$ cat src/rtl/tnoc_requester_pkg.sv
// tnoc_requester_pkg
//   Types and constants shared by the arbitration requester and its input FIFO.
//   - req_state_e    : requester FSM states
//   - FIFO_DEPTH_MIN : smallest legal input buffer depth
package tnoc_requester_pkg;

    localparam int FIFO_DEPTH_MIN = 2;

    typedef enum logic [1:0] {
        ST_IDLE     = 2'd0,
        ST_REQUEST  = 2'd1,
        ST_GRANTED  = 2'd2
    } req_state_e;

endpackage

$ cat src/rtl/tnoc_requester_fifo.sv
// tnoc_requester_fifo
//   Small synchronous FIFO with wrap-around read/write pointers.
//   Ports:
//     clk, rst_n     : clock, synchronous active-low reset (empties the FIFO)
//     push, wdata    : write request and entry; ignored while full, even if
//                      a pop happens in the same cycle
//     pop            : read request; ignored while empty
//     rdata          : entry at the head (valid while !empty)
//     full, empty    : occupancy flags
module tnoc_requester_fifo #(
    parameter int WIDTH = 33,
    parameter int DEPTH = 2
) (
    input  logic             clk,
    input  logic             rst_n,
    input  logic             push,
    input  logic [WIDTH-1:0] wdata,
    input  logic             pop,
    output logic [WIDTH-1:0] rdata,
    output logic             full,
    output logic             empty
);

    localparam int PTR_W = (DEPTH > 1) ? $clog2(DEPTH) : 1;
    localparam int CNT_W = $clog2(DEPTH + 1);

    logic [WIDTH-1:0] mem [DEPTH];
    logic [PTR_W-1:0] wr_ptr;
    logic [PTR_W-1:0] rd_ptr;
    logic [CNT_W-1:0] count;
    logic             push_ok;
    logic             pop_ok;

    // Pointers wrap explicitly so non-power-of-two depths work too.
    function automatic logic [PTR_W-1:0] ptr_inc(input logic [PTR_W-1:0] p);
        return (p == PTR_W'(DEPTH - 1)) ? '0 : p + 1'b1;
    endfunction

    assign full    = (count == CNT_W'(DEPTH));
    assign empty   = (count == '0);
    assign push_ok = push && !full;
    assign pop_ok  = pop && !empty;
    assign rdata   = mem[rd_ptr];

    always_ff @(posedge clk) begin
        if (!rst_n) begin
            wr_ptr <= '0;
            rd_ptr <= '0;
            count  <= '0;
        end else begin
            if (push_ok) wr_ptr <= ptr_inc(wr_ptr);
            if (pop_ok)  rd_ptr <= ptr_inc(rd_ptr);
            case ({push_ok, pop_ok})
                2'b10:   count <= count + 1'b1;
                2'b01:   count <= count - 1'b1;
                default: count <= count;
            endcase
        end
    end

    // Storage needs no reset: entries are only observed through the pointers.
    always_ff @(posedge clk) begin
        if (push_ok) mem[wr_ptr] <= wdata;
    end

endmodule

$ cat src/rtl/tnoc_arbitration_requester.sv
// tnoc_arbitration_requester
//   Buffers upstream flits, requests a round-robin arbiter, and forwards one
//   packet per grant. The port is released (o_free) in the cycle the tail
//   flit transfers; the next packet needs a fresh request/grant round.
//   Ports:
//     clk, rst_n                  : clock, synchronous active-low reset
//     i_valid/o_ready/i_data/i_tail : upstream flit handshake
//     o_request/i_grant/o_free     : arbiter interface
//     o_valid/i_ready/o_data/o_tail : downstream flit handshake
//     o_timeout                    : sticky grant-wait timeout flag
//   Build option: define TNOC_REQUESTER_TIMEOUT_EN to enable the grant-wait
//   counter; otherwise o_timeout is tied low.
module tnoc_arbitration_requester
    import tnoc_requester_pkg::*;
#(
    parameter int DATA_WIDTH     = 32,
    parameter int FIFO_DEPTH     = 2,
    parameter int TIMEOUT_CYCLES = 256
) (
    input  logic                  clk,
    input  logic                  rst_n,
    input  logic                  i_valid,
    output logic                  o_ready,
    input  logic [DATA_WIDTH-1:0] i_data,
    input  logic                  i_tail,
    output logic                  o_request,
    input  logic                  i_grant,
    output logic                  o_free,
    output logic                  o_valid,
    input  logic                  i_ready,
    output logic [DATA_WIDTH-1:0] o_data,
    output logic                  o_tail,
    output logic                  o_timeout
);

    localparam int DEPTH = (FIFO_DEPTH < FIFO_DEPTH_MIN) ? FIFO_DEPTH_MIN : FIFO_DEPTH;

    req_state_e state_q;
    req_state_e state_d;
    logic       fifo_full;
    logic       fifo_empty;
    logic       tail_xfer;

    tnoc_requester_fifo #(
        .WIDTH (DATA_WIDTH + 1),
        .DEPTH (DEPTH)
    ) u_fifo (
        .clk   (clk),
        .rst_n (rst_n),
        .push  (i_valid && o_ready),
        .wdata ({i_tail, i_data}),
        .pop   (o_valid && i_ready),
        .rdata ({o_tail, o_data}),
        .full  (fifo_full),
        .empty (fifo_empty)
    );

    // Outputs are qualified with rst_n so nothing leaks while reset is held,
    // including the cycle before the first reset edge.
    assign o_ready   = rst_n && !fifo_full;
    assign tail_xfer = o_valid && i_ready && o_tail;

    always_ff @(posedge clk) begin
        if (!rst_n) state_q <= ST_IDLE;
        else        state_q <= state_d;
    end

    always_comb begin
        state_d = state_q;
        unique case (state_q)
            ST_IDLE:    if (!fifo_empty) state_d = ST_REQUEST;
            ST_REQUEST: if (i_grant)     state_d = ST_GRANTED;
            ST_GRANTED: if (tail_xfer)   state_d = ST_IDLE;
            default:                     state_d = ST_IDLE;
        endcase
    end

    always_comb begin
        o_request = 1'b0;
        o_valid   = 1'b0;
        o_free    = 1'b0;
        if (rst_n) begin
            o_request = (state_q == ST_REQUEST) || (state_q == ST_GRANTED);
            // Grant gates the beat: a dropped grant stalls without popping.
            o_valid   = (state_q == ST_GRANTED) && !fifo_empty && i_grant;
            o_free    = o_valid && i_ready && o_tail;
        end
    end

`ifdef TNOC_REQUESTER_TIMEOUT_EN
    localparam int TO_LIMIT = (TIMEOUT_CYCLES < 1) ? 1 : TIMEOUT_CYCLES;
    localparam int TO_W     = $clog2(TO_LIMIT + 1);

    logic [TO_W-1:0] wait_cnt;
    logic            timeout_q;

    // Counts edges spent in REQUEST; the flag rises on the edge the count
    // reaches the limit and then holds until reset.
    always_ff @(posedge clk) begin
        if (!rst_n) begin
            wait_cnt  <= '0;
            timeout_q <= 1'b0;
        end else if (state_q == ST_REQUEST) begin
            if (wait_cnt != TO_W'(TO_LIMIT)) wait_cnt <= wait_cnt + 1'b1;
            if (wait_cnt == TO_W'(TO_LIMIT - 1)) timeout_q <= 1'b1;
        end else begin
            wait_cnt <= '0;
        end
    end

    assign o_timeout = timeout_q;
`else
    logic [31:0] unused_timeout_cfg;
    assign unused_timeout_cfg = 32'(TIMEOUT_CYCLES);
    assign o_timeout          = 1'b0;
`endif

endmodule

$ cat config.mk
export PLATFORM = sky130hd
export DESIGN_NAME = tnoc_arbitration_requester
export DESIGN_NICKNAME = d
export VERILOG_FILES = /design/src/rtl/tnoc_requester_pkg.sv /design/src/rtl/tnoc_requester_fifo.sv /design/src/rtl/tnoc_arbitration_requester.sv
export SDC_FILE = /design/constraint.sdc
export NUM_CORES = 1
export LEC_CHECK = 0
export ABC_AREA = 1
export CORE_MARGIN = 2
export CORE_UTILIZATION = 45
export CTS_CLUSTER_SIZE = 40
export DETAILED_ROUTE_END_ITERATION = 10
export DONT_BUFFER_PORTS = 1
export GPL_TIMING_DRIVEN = 0
export PLACE_DENSITY_LB_ADDON = 0.05
export SYNTH_ARGS = -nofsm -noshare
export SYNTH_HDL_FRONTEND = slang
export SYNTH_SLANG_ARGS = --single-unit
$ cat constraint.sdc
create_clock -name clk -period 5.4 [get_ports clk]
set_input_delay 1.08 -clock clk [delete_from_list [all_inputs] [get_ports clk]]
set_output_delay 1.08 -clock clk [all_outputs]
set_load 0.02 [all_outputs]
==> metrics.md, run 1 <==
| Metric | Value |
|---|---|
| Status | `finished, final reports clean` |
| 1st-iter DRT viols | `83` |
| Pre-Repair DR Iteration Count | `7` |
| Setup crit start | `i_grant` |
| Later-pin clock latency in the skew report | `0.33 ns` |
| Num Clock Sinks | `73` |
| DR WL/cell | `14.9 microns` |
| Total Routing Usage GR | `14.6%` |
| Worst vdd ir | `0.000210 V` |
| Register area share after synthesis | `75.5%` |
| Largest net degree at the start of global routing | `34` |
| Worst reg2reg path endpoint | `u_fifo.mem[0][28]` |
| Reg clk slew, reported paths | `0.08 ns` |
| Drt drc | `0` |
| Worst R2R Start | `u_fifo.count[0]` |
| Fin crit period | `2.76 ns` |
| Synth-to-layout area growth | `10.8%` |
| Vias in the first global route | `1599` |
| Post-Synthesis Net Count | `274` |
| DIE AREA | `6900 sq um` |
| Total wire length | `4790 microns` |
| Antenna Nets Post-Route | `0` |
| Maximum clock frequency | `0.362 GHz` |
| Hold slack | `0.535 ns` |
| Pwr dens | `379 nW/um^2` |
| Crit share post-route | `51.2%` |
| Global-route wire length before repair | `7600 microns` |
| CP arrival | `1.68 ns` |
| Final Max Slew Viols | `0` |
| Post-synthesis cell count | `231` |
| Hpwl dp | `3300 microns` |
| Detail-routed via count per cell | `4.90` |
| Unrepaired setup endpoints after global routing | `false` |
| Antenna diode count | `0` |
| Placer Congestion | `0.788` |
| GRT overflow | `0` |
| Slew @ Worst Pin | `0.961 ns` |
| Clock buffer depth | `2` |
| Worst hold-check path type | `reg2reg` |
| Pwr Total | `1.18 mW` |
| Syn Area/Cell | `12.2 sq um` |
| Root buffer cell | `clkbuf_8` |
| Final-report hold violation count | `0` |
| Setup Crit Path Kind | `in2out` |
| Syn. warnings | `0` |
| IO Count | `76` |
| Static Leak | `1.20 nW` |
| Starting Density | `46.9%` |
| # Max-Cap Violations | `0` |
| Setup crit end | `o_free` |
| Final Util | `52.0%` |
| Crit. End Element | `output pin` |
| Final setup viols | `0` |
| Die width | `83.0 microns` |
| Setup TNS | `0 ns` |
| Mapped Area | `2810 sq um` |
| Final-stage net count | `285` |
| Layout cells sized above 1 | `10.1%` |
| Dpl cells | `306` |
| Relative slew slack | `35.8%` |
| Resized Gates After CTS | `0` |
| Row count | `28` |
| Initial antenna violation count | `0` |
| Worst reg2reg setup slack | `3.19 ns` |
| Cts bufs inserted | `9` |
| R2R depth | `4` |
| Die Ht | `83.0 microns` |
| Setup crit start kind | `input pin` |
| Core region area | `5990 sq um` |
| # Post-CTS Setup Buffers | `0` |
| Yosys cell types | `22` |
| PortBufs | `0` |
| Final std cells w/o fill | `322` |
| CTS tree | `done` |
| Flip-flop and latch count after synthesis | `73` |
| Worst endpoint required time | `4.32 ns` |
| Vias post-DR | `1577` |
| Setup Skew | `0.00671 ns` |
| H-tree levels | `3` |
| CTS Hold Buffers Added | `0` |
| CP Max Fanout | `3` |
[placed cells by master, fill, tap and decap left out, types with 2 or more instances in the layout]
cell        synthesis  routed
nor2_4              1       3
dfxtp_1             7       7
clkinvlp_4          0       3
nor2_1              9       7
clkbuf_8            0       9
clkbuf_1            5       5
o21ai_0             2       2
ha_1                5       5
buf_2               2       2
inv_1              11      11
a21oi_1             5       5
edfxtp_1           66      66
nand2_1           105     105
nand3_1             3       3
[logic make-up after synthesis]
| family | Yosys count | synth area share [%] |
|---|---|---|
| XOR/XNOR | 1 | 0.312 |
| other | 1 | 0.133 |
| AO/OA/AOI/OAI | 9 | 1.82 |
| adder cells (fa/ha/maj) | 5 | 2.23 |
| flip-flops | 73 | 75.5 |
| buffers and inverters | 20 | 2.89 |
| AND/OR/NAND/NOR | 122 | 17.1 |
[synthesized netlist by cell type (all sizes together)]
master / instances / area [sq um]
o21ai: 2 / 10.0
and3: 1 / 6.26
nor3: 1 / 5.00
a22oi: 1 / 7.51
dfxtp: 7 / 140
nor2: 10 / 45.0
inv: 12 / 45.0
edfxtp: 66 / 1980
buf: 3 / 17.5
nand3: 4 / 25.0
xor2: 1 / 8.76
conb: 1 / 3.75
ha: 5 / 62.6
a21oi: 6 / 33.8
nand2: 106 / 400
clkbuf: 5 / 18.8
[worst max-delay path: stages]
cell	delay [ns]
nand3_1	0.10
nor2_4	0.20
nand3_2	0.12
inv_1	0.17
[layout make-up]
class | count | area, sq um
Fill cell | 523 | 2880
Sequential cell | 73 | 2120
Multi-Input combinational cell | 138 | 623
Clock buffer | 9 | 124
Tap cell | 75 | 93.8
Clock inverter | 7 | 70.1
Inverter | 12 | 45.0
Buffer | 8 | 36.3
[stage by stage]
stage | instance area (sq um) | worst slack, ns
finish | 3110 | 2.64
global route | 3110 | 2.56
CTS | 3110 | 2.62
detailed placement | 2920 | 2.52
global placement | 2910 | 1.25
floorplan | 2810 | 2.00
[power breakdown]
group          internal [mW]  switching [mW]
Clock                  0.212           0.192
Sequential             0.644          0.0112
Combinational         0.0336          0.0856
Total                  0.890           0.289
[flip-flops by register name (all words and copies together), names as in the netlist, named ones only]
| name | count |
|---|---|
| state_q | 2 |
| u_fifo.wr_ptr | 1 |
| u_fifo.rd_ptr | 1 |
| u_fifo.mem | 66 |
| u_fifo.count | 2 |
[metal layers]
layer  vias up  share of wire (%)  global-route usage [%]
met1       720                 39                    15.3
li1        783                  -                       -
met2        64                 50                    23.4
met5         -                  0                       0
met3        10                9.7                    7.85
met4         0                2.0                    8.05
[worst min path at each step]
stage                        from             to  slack [ns]  depth (start not counted)
floorplan           u_fifo.wr_ptr  u_fifo.wr_ptr        0.46                          2
global placement    u_fifo.wr_ptr  u_fifo.wr_ptr        0.47                          2
detailed placement  u_fifo.rd_ptr  u_fifo.rd_ptr        0.50                          2
CTS                 u_fifo.rd_ptr      flip-flop        0.54                          2
global route        u_fifo.rd_ptr      flip-flop        0.58                          2
finish                 state_q[1]     state_q[1]        0.53                          2
(Power assumes the default switching activity.)
==> inputs of run 2 (changes only) <==
--- a/config.mk
+++ b/config.mk
@@ -5,7 +5,7 @@
 export SDC_FILE = /design/constraint.sdc
 export NUM_CORES = 1
 export LEC_CHECK = 0
-export ABC_AREA = 1
+export ABC_AREA = 0
 export CORE_MARGIN = 2
 export CORE_UTILIZATION = 45
 export CTS_CLUSTER_SIZE = 40
==> constraint.sdc (replaced) <==
create_clock -name clk -period 2.7 [get_ports clk]
set_input_delay 0.54 -clock clk [delete_from_list [all_inputs] [get_ports clk]]
set_output_delay 0.54 -clock clk [all_outputs]
set_load 0.02 [all_outputs]
==> run 2 against run 1 <==
  * Sequential power rose by 98%
  * Synthesized cell count fell by 32%
  * Register-to-register slack worse by 2.4 ns
  * Critical path depth is the same
  * Synthesized area down 0.18%
  * Critical path type is now reg2out
==> metrics.md, run 2 <==
| Metric | Value |
|---|---|
| Setup crit start kind | `flip-flop` |
| Post-synth top area share | `70.6% (+0.13 points)` |
| CP arrival | `1.67 ns (about the same)` |
| Top post-synthesis cells by area | `edfxtp_1 71%, mux2_2 13%, dfxtp_1 5.0%, ha_1 2.2%, mux2i_1 1.1%` |
| Static Leak | `1.05 nW (-13%)` |
| # Post-CTS Setup Buffers | `0 (unchanged)` |
| Top reg by flops | `u_fifo.mem` |
| Placement Cell Area | `2910 sq um (-0.39%)` |
| Drt drc | `0 (unchanged)` |
| Cts bufs inserted | `9 (unchanged)` |
| Maximum clock frequency | `0.453 GHz` |
| # Max-Cap Violations | `0 (unchanged)` |
| Worst path slowest cell | `nor3_1` |
| Final instance area | `3140 sq um (+0.92%)` |
| Post-Synthesis Net Count | `199 (-27%)` |
| Most common cell after layout, fill and taps aside | `edfxtp_1` |
| Die width | `83.0 microns (about the same)` |
| Hold slack | `0.287 ns (-0.247 ns)` |
| Pre-Repair DR Iteration Count | `4 (-3)` |
| CTS Hold Buffers Added | `0 (unchanged)` |
| Later-pin clock latency in the skew report | `0.34 ns (about the same)` |
| Setup Crit Path Kind | `reg2out` |
| Num Clock Sinks | `73 (unchanged)` |
| Fin worst setup slack | `0.493 ns (-2.14 ns)` |
| Synth-to-layout area growth | `12.0%` |
| DIE AREA | `6880 sq um (-0.17%)` |
| Levels on crit path | `4 (unchanged)` |
| Crit share post-route | `81.7%` |
| GRT overflow | `0 (unchanged)` |
| Post-Place Setup Slack | `0.524 ns (-2.00 ns)` |
| Largest net degree at the start of global routing | `34 (unchanged)` |
| Final Max Slew Viols | `0 (unchanged)` |
| Hold Path Depth | `0 (-2)` |
| CTS tree | `done` |
| Placer Congestion | `0.809 (+2.7%)` |
| Worst vdd ir | `0.000501 V (+140%)` |
| Final-stage net count | `210 (-26%)` |
| Vias in the first global route | `1388 (-13%)` |
| Syn. warnings | `0 (unchanged)` |
| Setup Skew | `0.00647 ns (-0.000241 ns)` |
| Most frequent cells in the layout | `66 x edfxtp_1, 32 x mux2_2, 9 x clkbuf_8, 7 x nor2_1, 7 x dfxtp_1` |
| Top FF cell, synth | `edfxtp_1` |
| Register area share after synthesis | `75.6% (+0.13 points)` |
| Count leader, synth | `edfxtp_1` |
| 1st-iter DRT viols | `50 (-40%)` |
| Flip-flop and latch count after synthesis | `73 (unchanged)` |
| Detail-routed via count per cell | `5.19 (+6.1%)` |
| Total wire length | `4410 microns (-7.8%)` |
| Synth area leader | `edfxtp_1` |
| Number of buffers and inverters on the critical path | `1 (unchanged)` |
| Resized Gates After CTS | `0 (unchanged)` |
| Delay-heaviest family, CP | `simple AND/OR/NAND/NOR gates` |
| IO Count | `76 (unchanged)` |
| Final setup viols | `0 (unchanged)` |
| Total Routing Usage GR | `13.6% (-0.99 points)` |
| Row count | `28 (unchanged)` |
| Mapped Area | `2810 sq um (-0.18%)` |
| Vias post-DR | `1283 (-19%)` |
| DR WL/cell | `17.9 microns (+20%)` |
| Worst endpoint required time | `2.16 ns (-2.16 ns)` |
| PortBufs | `0 (unchanged)` |
| Global-route wire length before repair | `6840 microns (-10%)` |
| Post-synth top cells | `66 x edfxtp_1, 32 x mux2_2, 8 x nor2_1, 7 x dfxtp_1, 6 x inv_1` |
| Fin crit period | `2.21 ns` |
| Reg clk slew, reported paths | `0.07 ns (about the same)` |
| Pwr Total | `2.48 mW (+110%)` |
| Layout cells sized above 1 | `32.6% (+22 points)` |
| Biggest regs | `u_fifo.mem (66), state_q (2), u_fifo.count (2)` |
| Yosys cell types | `25 (+14%)` |
| Unrepaired setup endpoints after global routing | `false` |
| Clock buffer depth | `2 (unchanged)` |
| R2R depth | `3 (-1)` |
| Post-synth EDFFs | `66 (unchanged)` |
| CP Max Fanout | `4 (+1)` |
| Max reg flops | `66 (unchanged)` |
| Core region area | `5990 sq um (unchanged)` |
| Relative slew slack | `36.7% (+0.94 points)` |
| H-tree levels | `3 (unchanged)` |
| Max stage delay on crit path | `0.56 ns (+0.36 ns)` |
| Antenna diode count | `0 (unchanged)` |
| Hpwl dp | `2930 microns (-11%)` |
| Post-synthesis cell count | `156 (-32%)` |
| Async S/R FF share, synth | `0% (unchanged)` |
| Syn Area/Cell | `18.0 sq um (+48%)` |
| Die Ht | `83.0 microns (about the same)` |
| Final-report hold violation count | `0 (unchanged)` |
| Status | `finished, final reports clean` |
| Root buffer cell | `clkbuf_8` |
| Slew @ Worst Pin | `0.947 ns (-0.0140 ns)` |
| Crit. End Element | `output pin` |
| Pwr dens | `788 nW/um^2 (+110%)` |
| Starting Density | `46.8% (-0.084 points)` |
| Initial antenna violation count | `0 (unchanged)` |
| Worst hold-check path type | `in2reg` |
| Antenna Nets Post-Route | `0 (unchanged)` |
| Sequence of cells on the critical path | `inv_1 > ha_1 > o211ai_1 > nor3_1` |
[run 2: cell count changes after synthesis, moves of 2 or more]
cell	delta
inv_1	-5
mux2_2	+32
nand3_1	-3
xnor2_1	+2
mux2i_1	+3
a21oi_1	-4
clkbuf_1	-5
buf_2	+2
nand2_1	-100
o211ai_1	+2
[run 2: cell families (layout without fill, tap and decap cells)]
kind of cell / count (synthesis) / after routing / share of synthesized area [%]
AOI/OAI and AO/OA: 7 / 7 / 1.78
xor gates and xnor gates: 4 / 4 / 1.25
adders and majority gates: 5 / 5 / 2.23
buffers and inverters: 13 / 29 / 2.23
DFF: 73 / 73 / 75.6
muxes: 35 / 35 / 13.9
other: 1 / 1 / 0.134
and+or+nand+nor: 18 / 18 / 2.85
[run 2: per-stage QoR]
step | setup TNS, ns | util, % | instances
after floorplan | 0 | - | 156
after global placement | -24.05 | 48.4 | 231
after detailed placement | 0 | 48.6 | 231
after CTS | 0 | 52.5 | 247
after global routing | 0 | 52.5 | 247
final | 0 | 52.5 | 247
[run 2: final timing paths]
kind	from	to	slack [ns]
hold / removal	i_data[12]	u_fifo.mem[0][12]	0.29
setup reg to reg	u_fifo.count[0]	u_fifo.mem[1][28]	0.83
hold reg to reg	state_q[0]	state_q[0]	0.51
setup / recovery	state_q[0]	o_free	0.49
[run 2: metal layers]
metal | global-route usage [%] | routed length (microns)
met1 | 13.1 | 1690
met2 | 22.4 | 2180
met3 | 6.66 | 419
met4 | 9.84 | 116
met5 | 0 | 0
[run 2: power breakdown]
group / leakage [nW] / internal [mW] / switching (mW)
Clock: 0.114 / 0.609 / 0.380
Combinational: 0.276 / 0.0642 / 0.119
Sequential: 0.663 / 1.29 / 0.0181
Total: 1.05 / 1.96 / 0.517
[run 2: area by class of cell]
cell class,instances,area (sq um)
Inverter,6,22.5
Fill cell,476,2850
Tap cell,75,93.8
Clock buffer,10,128
Sequential cell,73,2120
Multi-Input combinational cell,70,631
Buffer,7,40.0
Clock inverter,6,106
